### src/rtl/rca_nibble_seq_arb_pkg.sv
// ---------------------------------------------------------------------------
// rca_nibble_seq_arb_pkg : shared FSM states and nibble sizing.  Rev 1.0
// ---------------------------------------------------------------------------
`default_nettype none

package rca_nibble_seq_arb_pkg;

  typedef enum logic [1:0] {
    IDLE = 2'd0,
    RUN  = 2'd1,
    DONE = 2'd2
  } state_t;

  localparam int NIBBLE_W = 4;

  function automatic int nib_count(input int width);
    return width / NIBBLE_W;
  endfunction

endpackage

`default_nettype wire

### src/rtl/rca_4b.sv
// ---------------------------------------------------------------------------
// rca_4b : 4-bit ripple-carry adder slice.  Rev 1.0
// ---------------------------------------------------------------------------
`default_nettype none

module rca_4b
  import rca_nibble_seq_arb_pkg::*;
(
  input  logic [NIBBLE_W-1:0] a,
  input  logic [NIBBLE_W-1:0] b,
  input  logic                cin,
  output logic [NIBBLE_W-1:0] sum,
  output logic                cout
);

  logic [NIBBLE_W:0] c;

  assign c[0] = cin;

  for (genvar i = 0; i < NIBBLE_W; i++) begin : g_fa
    assign sum[i]  = a[i] ^ b[i] ^ c[i];
    assign c[i+1]  = (a[i] & b[i]) | (c[i] & (a[i] ^ b[i]));
  end

  assign cout = c[NIBBLE_W];

endmodule

`default_nettype wire

### src/rtl/rca_nibble_seq_arb.sv
// ---------------------------------------------------------------------------
// rca_nibble_seq_arb : round-robin nibble-serial adder sharing one rca_4b.  Rev 1.0
// ---------------------------------------------------------------------------
`default_nettype none

module rca_nibble_seq_arb
  import rca_nibble_seq_arb_pkg::*;
#(
  parameter int WIDTH = 16
) (
  input  logic             clk,
  input  logic             rst_n,
  input  logic             req0_valid,
  output logic             req0_ready,
  input  logic [WIDTH-1:0] req0_a,
  input  logic [WIDTH-1:0] req0_b,
  input  logic             req0_cin,
  input  logic             req1_valid,
  output logic             req1_ready,
  input  logic [WIDTH-1:0] req1_a,
  input  logic [WIDTH-1:0] req1_b,
  input  logic             req1_cin,
  output logic             rsp_valid,
  input  logic             rsp_ready,
  output logic             rsp_id,
  output logic [WIDTH-1:0] rsp_sum,
  output logic             rsp_cout,
  output logic             busy
);

  localparam int NIB    = nib_count(WIDTH);
  localparam int IDX_W  = (NIB > 1) ? $clog2(NIB) : 1;
  localparam int NIB_SH = $clog2(NIBBLE_W);
  localparam logic [IDX_W-1:0] LAST_IDX = IDX_W'(NIB - 1);

  if ((WIDTH % NIBBLE_W) != 0 || WIDTH < NIBBLE_W) begin : g_width_check
    $error("rca_nibble_seq_arb: WIDTH must be a multiple of 4 and at least 4");
  end

  state_t                    state;
  state_t                    state_nxt;
  logic [WIDTH-1:0]          a_reg;
  logic [WIDTH-1:0]          b_reg;
  logic [WIDTH-1:0]          sum_reg;
  logic                      carry;
  logic                      cout_reg;
  logic                      id_reg;
  logic                      last_grant;
  logic [IDX_W-1:0]          nib_idx;
  logic [IDX_W+NIB_SH-1:0]   nib_base;
  logic                      grant_valid;
  logic                      grant_id;
  logic                      accept;
  logic                      last_nib;
  logic [NIBBLE_W-1:0]       s_nib;
  logic                      c_out;

  // Round-robin only matters on contention; a lone requester always wins.
  assign grant_valid = (state == IDLE) && (req0_valid || req1_valid);
  assign grant_id    = (req0_valid && req1_valid) ? ~last_grant : req1_valid;
  assign req0_ready  = rst_n && grant_valid && !grant_id;
  assign req1_ready  = rst_n && grant_valid &&  grant_id;
  assign accept      = req0_ready | req1_ready;

  assign nib_base = {nib_idx, {NIB_SH{1'b0}}};
  assign last_nib = (nib_idx == LAST_IDX);

  rca_4b u_rca (
    .a    (a_reg[nib_base +: NIBBLE_W]),
    .b    (b_reg[nib_base +: NIBBLE_W]),
    .cin  (carry),
    .sum  (s_nib),
    .cout (c_out)
  );

  always_ff @(posedge clk or negedge rst_n) begin
    if (!rst_n) begin
      state <= IDLE;
    end else begin
      state <= state_nxt;
    end
  end

  always_comb begin
    state_nxt = state;
    rsp_valid = 1'b0;
    busy      = 1'b0;
    case (state)
      IDLE: begin
        if (accept) state_nxt = RUN;
      end
      RUN: begin
        busy = 1'b1;
        if (last_nib) state_nxt = DONE;
      end
      DONE: begin
        busy      = 1'b1;
        rsp_valid = 1'b1;
        if (rsp_ready) state_nxt = IDLE;
      end
      default: state_nxt = IDLE;
    endcase
  end

  always_ff @(posedge clk or negedge rst_n) begin
    if (!rst_n) begin
      a_reg      <= '0;
      b_reg      <= '0;
      sum_reg    <= '0;
      carry      <= 1'b0;
      cout_reg   <= 1'b0;
      id_reg     <= 1'b0;
      last_grant <= 1'b1;
      nib_idx    <= '0;
    end else if (accept) begin
      a_reg      <= grant_id ? req1_a   : req0_a;
      b_reg      <= grant_id ? req1_b   : req0_b;
      carry      <= grant_id ? req1_cin : req0_cin;
      id_reg     <= grant_id;
      last_grant <= grant_id;
      nib_idx    <= '0;
    end else if (state == RUN) begin
      sum_reg[nib_base +: NIBBLE_W] <= s_nib;
      carry   <= c_out;
      nib_idx <= last_nib ? '0 : nib_idx + 1'b1;
      if (last_nib) cout_reg <= c_out;
    end
  end

  assign rsp_id   = id_reg;
  assign rsp_sum  = sum_reg;
  assign rsp_cout = cout_reg;

endmodule

`default_nettype wire

### config.mk
export PLATFORM = sky130hd
export DESIGN_NAME = rca_nibble_seq_arb
export DESIGN_NICKNAME = d
export VERILOG_FILES = /design/src/rtl/rca_nibble_seq_arb_pkg.sv /design/src/rtl/rca_4b.sv /design/src/rtl/rca_nibble_seq_arb.sv
export SDC_FILE = /design/constraint.sdc
export NUM_CORES = 1
export LEC_CHECK = 0
export ABC_AREA = 1
export ABC_CLOCK_PERIOD_IN_PS = 3800
export BUFFER_PORTS_ARGS = -buffer_cell sky130_fd_sc_hd__buf_2
export CELL_PAD_IN_SITES_DETAIL_PLACEMENT = 0
export CELL_PAD_IN_SITES_GLOBAL_PLACEMENT = 2
export CORE_AREA = 4 4 91 157
export CTS_BUF_LIST = sky130_fd_sc_hd__clkbuf_8
export CTS_CLUSTER_SIZE = 28
export DETAILED_ROUTE_END_ITERATION = 7
export DIE_AREA = 0 0 95 161
export PLACE_DENSITY_LB_ADDON = 0.1
export SYNTH_ARGS = -nofsm -noshare
export SYNTH_HDL_FRONTEND = slang
export SYNTH_SLANG_ARGS = --single-unit
### constraint.sdc
create_clock -name clk -period 3.8 [get_ports clk]
set_clock_uncertainty 0.05 [all_clocks]
set_input_delay 0.57 -clock clk [delete_from_list [all_inputs] [get_ports clk]]
set_output_delay 0.57 -clock clk [all_outputs]
set_load 0.02 [all_outputs]
==> impl_metrics.csv <==
group,metric,value,unit
outcome,status,"complete, no violations",
die,core_region_area,12900,um^2
yosys,synthesis.nets,456,
route,wl_met1,3670,um
timing,slew_violations,0,
yosys,synthesis.area,2960,um^2
route,final_antenna_net_count,0,
hold_path,hold_path.class,"in2async",
cells_and_area,flow.area_growth_from_synthesis,24.9,%
die,die_area,15300,um^2
die,die_width,95,um
timing,finalSetupViolCount,0,
yosys,synthMostInstantiatedCell,"nand2_1",
yosys,dominantRegCellSynth,"dfrtp_1",
setup_path,setup.reg_to_reg.worst_slack,0.69,ns
clock_network,cts-buffers-inserted,5,
route,routed_wire_length_per_instance,14.4,um
timing,holdWs,0.350,ns
die,num_io_pins,93,
yosys,post_synth.cell_area_avg,7.94,um^2
route,vias_per_std_cell,4.29,
route,drt-total-wl,9140,um
grt,grt_pass1_wl,15200,um
yosys,synth_edf_count,0,
timing,hold_viol,0,
route,detailroute.wirelength.met2,4970,um
yosys,area_leader_netlist,"dfrtp_1",
route,detailed_route_drc_error_count,0,
placement,globalplace.congestion,0.796,
timing,rsz_0062_raised_after_global_routing,"no",
yosys,synthesized_netlist_cell_count,372,
grt,maximum_number_of_pins_on_one_net_before_global_route_repair,57,
power,power_frac_seq,0.353,
power,power.switching_fraction,0.459,
clock_network,cts-root-buf,"clkbuf_8",
cells_and_area,finalCoreUtilization,0.285,
route,dr.max_layer_used,"met4",
power,power.leakage,1.86,nW
clock_network,postCtsSetupRepairBufs,0,
yosys,synth_commonest_cells,"nand2_1 (149), dfrtp_1 (55), nand3_1 (38)",
timing,period_minus_slack,3.11,ns
clock_network,clkLatencyLatePin,0.32,ns
yosys,synth_top_cell_area_share,0.466,
setup_path,crit_path_end_kind,"flop",
die,core.rowCount,55,
route,drtIter0Drc,83,
cells_and_area,final_cells,634,
cells_and_area,n_antenna_cell,0,
setup_path,r2r_cells,14,
die,dieHeight,161,um
power,cell_area_power_density,795,nW/um^2
setup_path,data_arrival_critical_path,3.30,ns
cells_and_area,multiInputGateArea,1370,um^2
route,vias,2723,
clock_network,clock-sinks,56,
timing,max_freq,322,MHz
die,start_util,0.228,
cells_and_area,fin_nets,546,
power,comb_power_share,0.511,
power,clock_power_share,0.136,
clock_network,cts_max_level,2,
clock_network,cts.reportedPaths.clkPinSlew,0.11,ns
power,switchingPower,1.34,mW
yosys,yosys-top-cells-area,"dfrtp_1 (47%), nand2_1 (19%), nand3_1 (6.4%), o21ai_0 (5.8%), ha_1 (3.8%)",
grt,globalRouteOverflowTotal,0,
grt,globalRouteTotalUtil,0.127,
run,max_cap_violations,0,
grt,grt_antenna_before_repair,0,
yosys,yosysUniqueCellTypes,26,
cells_and_area,fill_cells,1549,
timing,fin_crit_sh,0.818,
setup_path,setup.worst_path.class,"reg2reg",
placement,place.detailed.hpwl,7150,um
clock_network,cts_resized,0,
yosys,yosysWarningCount,0,
setup_path,cp_data_required_time,4.00,ns
timing,setup_tns,0,ns
placement,numPortBuffers,92,
timing,worst_slew_pin_slew,0.728,ns
setup_path,critical_path_peak_fanout,16,
power,ir_drop,0.247,mV
power,p_int,1.59,mW
yosys,synth_register_bits,56,
yosys,ys_seq_area_frac,0.475,
setup_path,timing.rr.start,"nib_idx[0]",
clock_network,clk_path_buf_depth,2,
grt,first_global_vias,2964,
placement,dpl.cell_count,626,
clock_network,post_cts_hold_buffer_count,0,
timing,headroom_to_the_max_slew_limit,0.515,
setup_path,startpoint_type,"flop",
cells_and_area,seq_area,1400,um^2
yosys,synth-async-reset-ratio,1.00,
route,met3_wire_length,351,um
route,firstDrtPassIters,4,
setup_path,rr_endpoint,"rsp_sum[15]",
cells_and_area,drive_gt1_frac,0.251,
clock_network,cts_tree,"yes",
[routing by layer]
| layer | vias to the layer above | global-route usage |
|---|---|---|
| li1 | 1379 | - |
| met3 | 7 | 0.0224 |
| met1 | 1276 | 0.147 |
| met5 | - | 0 |
| met4 | 0 | 0.0355 |
| met2 | 61 | 0.233 |
[cell type report]
type                    count  share of cell area
flip-flops and latches     56               0.380
multi-input cells         280               0.372
repair buffers             99               0.139
well taps                 171              0.0580
inverters                  20              0.0203
clock buffers               5              0.0187
clock inverters             3              0.0115
[through the flow]
| step | area (um^2) | power, mW | setup slack, ns |
|---|---|---|---|
| 6_report | 3690 | 2.93 | 0.692 |
| 3_5_place_dp | 3580 | 2.60 | 0.668 |
| 5_1_grt | 3690 | 3.26 | 0.344 |
| 4_1_cts | 3690 | 3.02 | 0.641 |
| 2_1_floorplan | 2960 | 2.07 | 0.808 |
| 3_3_place_gp | 3580 | 2.60 | 0.751 |
[worst max path at each step]
stage	from	cells past startpoint	endpoint
finish	nib_idx[0]	14	rsp_sum[15]
CTS	nib_idx[0]	14	rsp_sum[15]
global placement	nib_idx[0]	13	rsp_sum[7]
global route	nib_idx[0]	13	rsp_sum[15]
floorplan	nib_idx[0]	16	rsp_sum[7]
detailed placement	nib_idx[0]	14	rsp_sum[15]
[placed cells by master (no fill, tap or decap)]
master / instances
nand3_1: 38
nand2_2: 2
buf_2: 92
clkinv_1: 2
nand4_1: 7
o21ai_1: 1
ha_1: 9
nor3_1: 1
clkinvlp_4: 1
o22ai_1: 4
o21ai_0: 34
clkbuf_8: 5
a21oi_1: 1
inv_1: 17
bufinv_16: 1
nor2_4: 2
buf_4: 7
nor2_2: 1
dfrtp_1: 55
a21oi_4: 1
nand2_1: 149
fa_1: 4
dfstp_2: 1
nor2_1: 21
clkinv_2: 1
inv_2: 1
or2_2: 1
o22a_1: 4
[critical path: stages (launching register included)]
cell	delay [ns]
dfrtp_1	0.36
clkinv_1	0.34
o21ai_0	0.31
o22a_1	0.17
fa_1	0.16
inv_1	0.05
fa_1	0.35
inv_1	0.08
fa_1	0.16
inv_1	0.05
fa_1	0.54
nand2_1	0.07
nor2_1	0.13
nand2_1	0.07
o21ai_0	0.16
[kinds of logic after synthesis]
logic type	after synthesis	share of synthesized area
simple gates	222	0.313
buf+inv	36	0.0605
fa+ha+maj	13	0.0652
flops	56	0.475
compound gates	45	0.0868
[power by group through the flow]
stage	Combinational, mW	Sequential (mW)	Clock, mW
3_3_place_gp	1.55	1.06	0
5_1_grt	1.74	1.08	0.441
6_report	1.50	1.04	0.399
2_1_floorplan	0.993	1.08	0
3_5_place_dp	1.55	1.06	0
4_1_cts	1.55	1.05	0.420
Power figures use the tool's default switching activity.
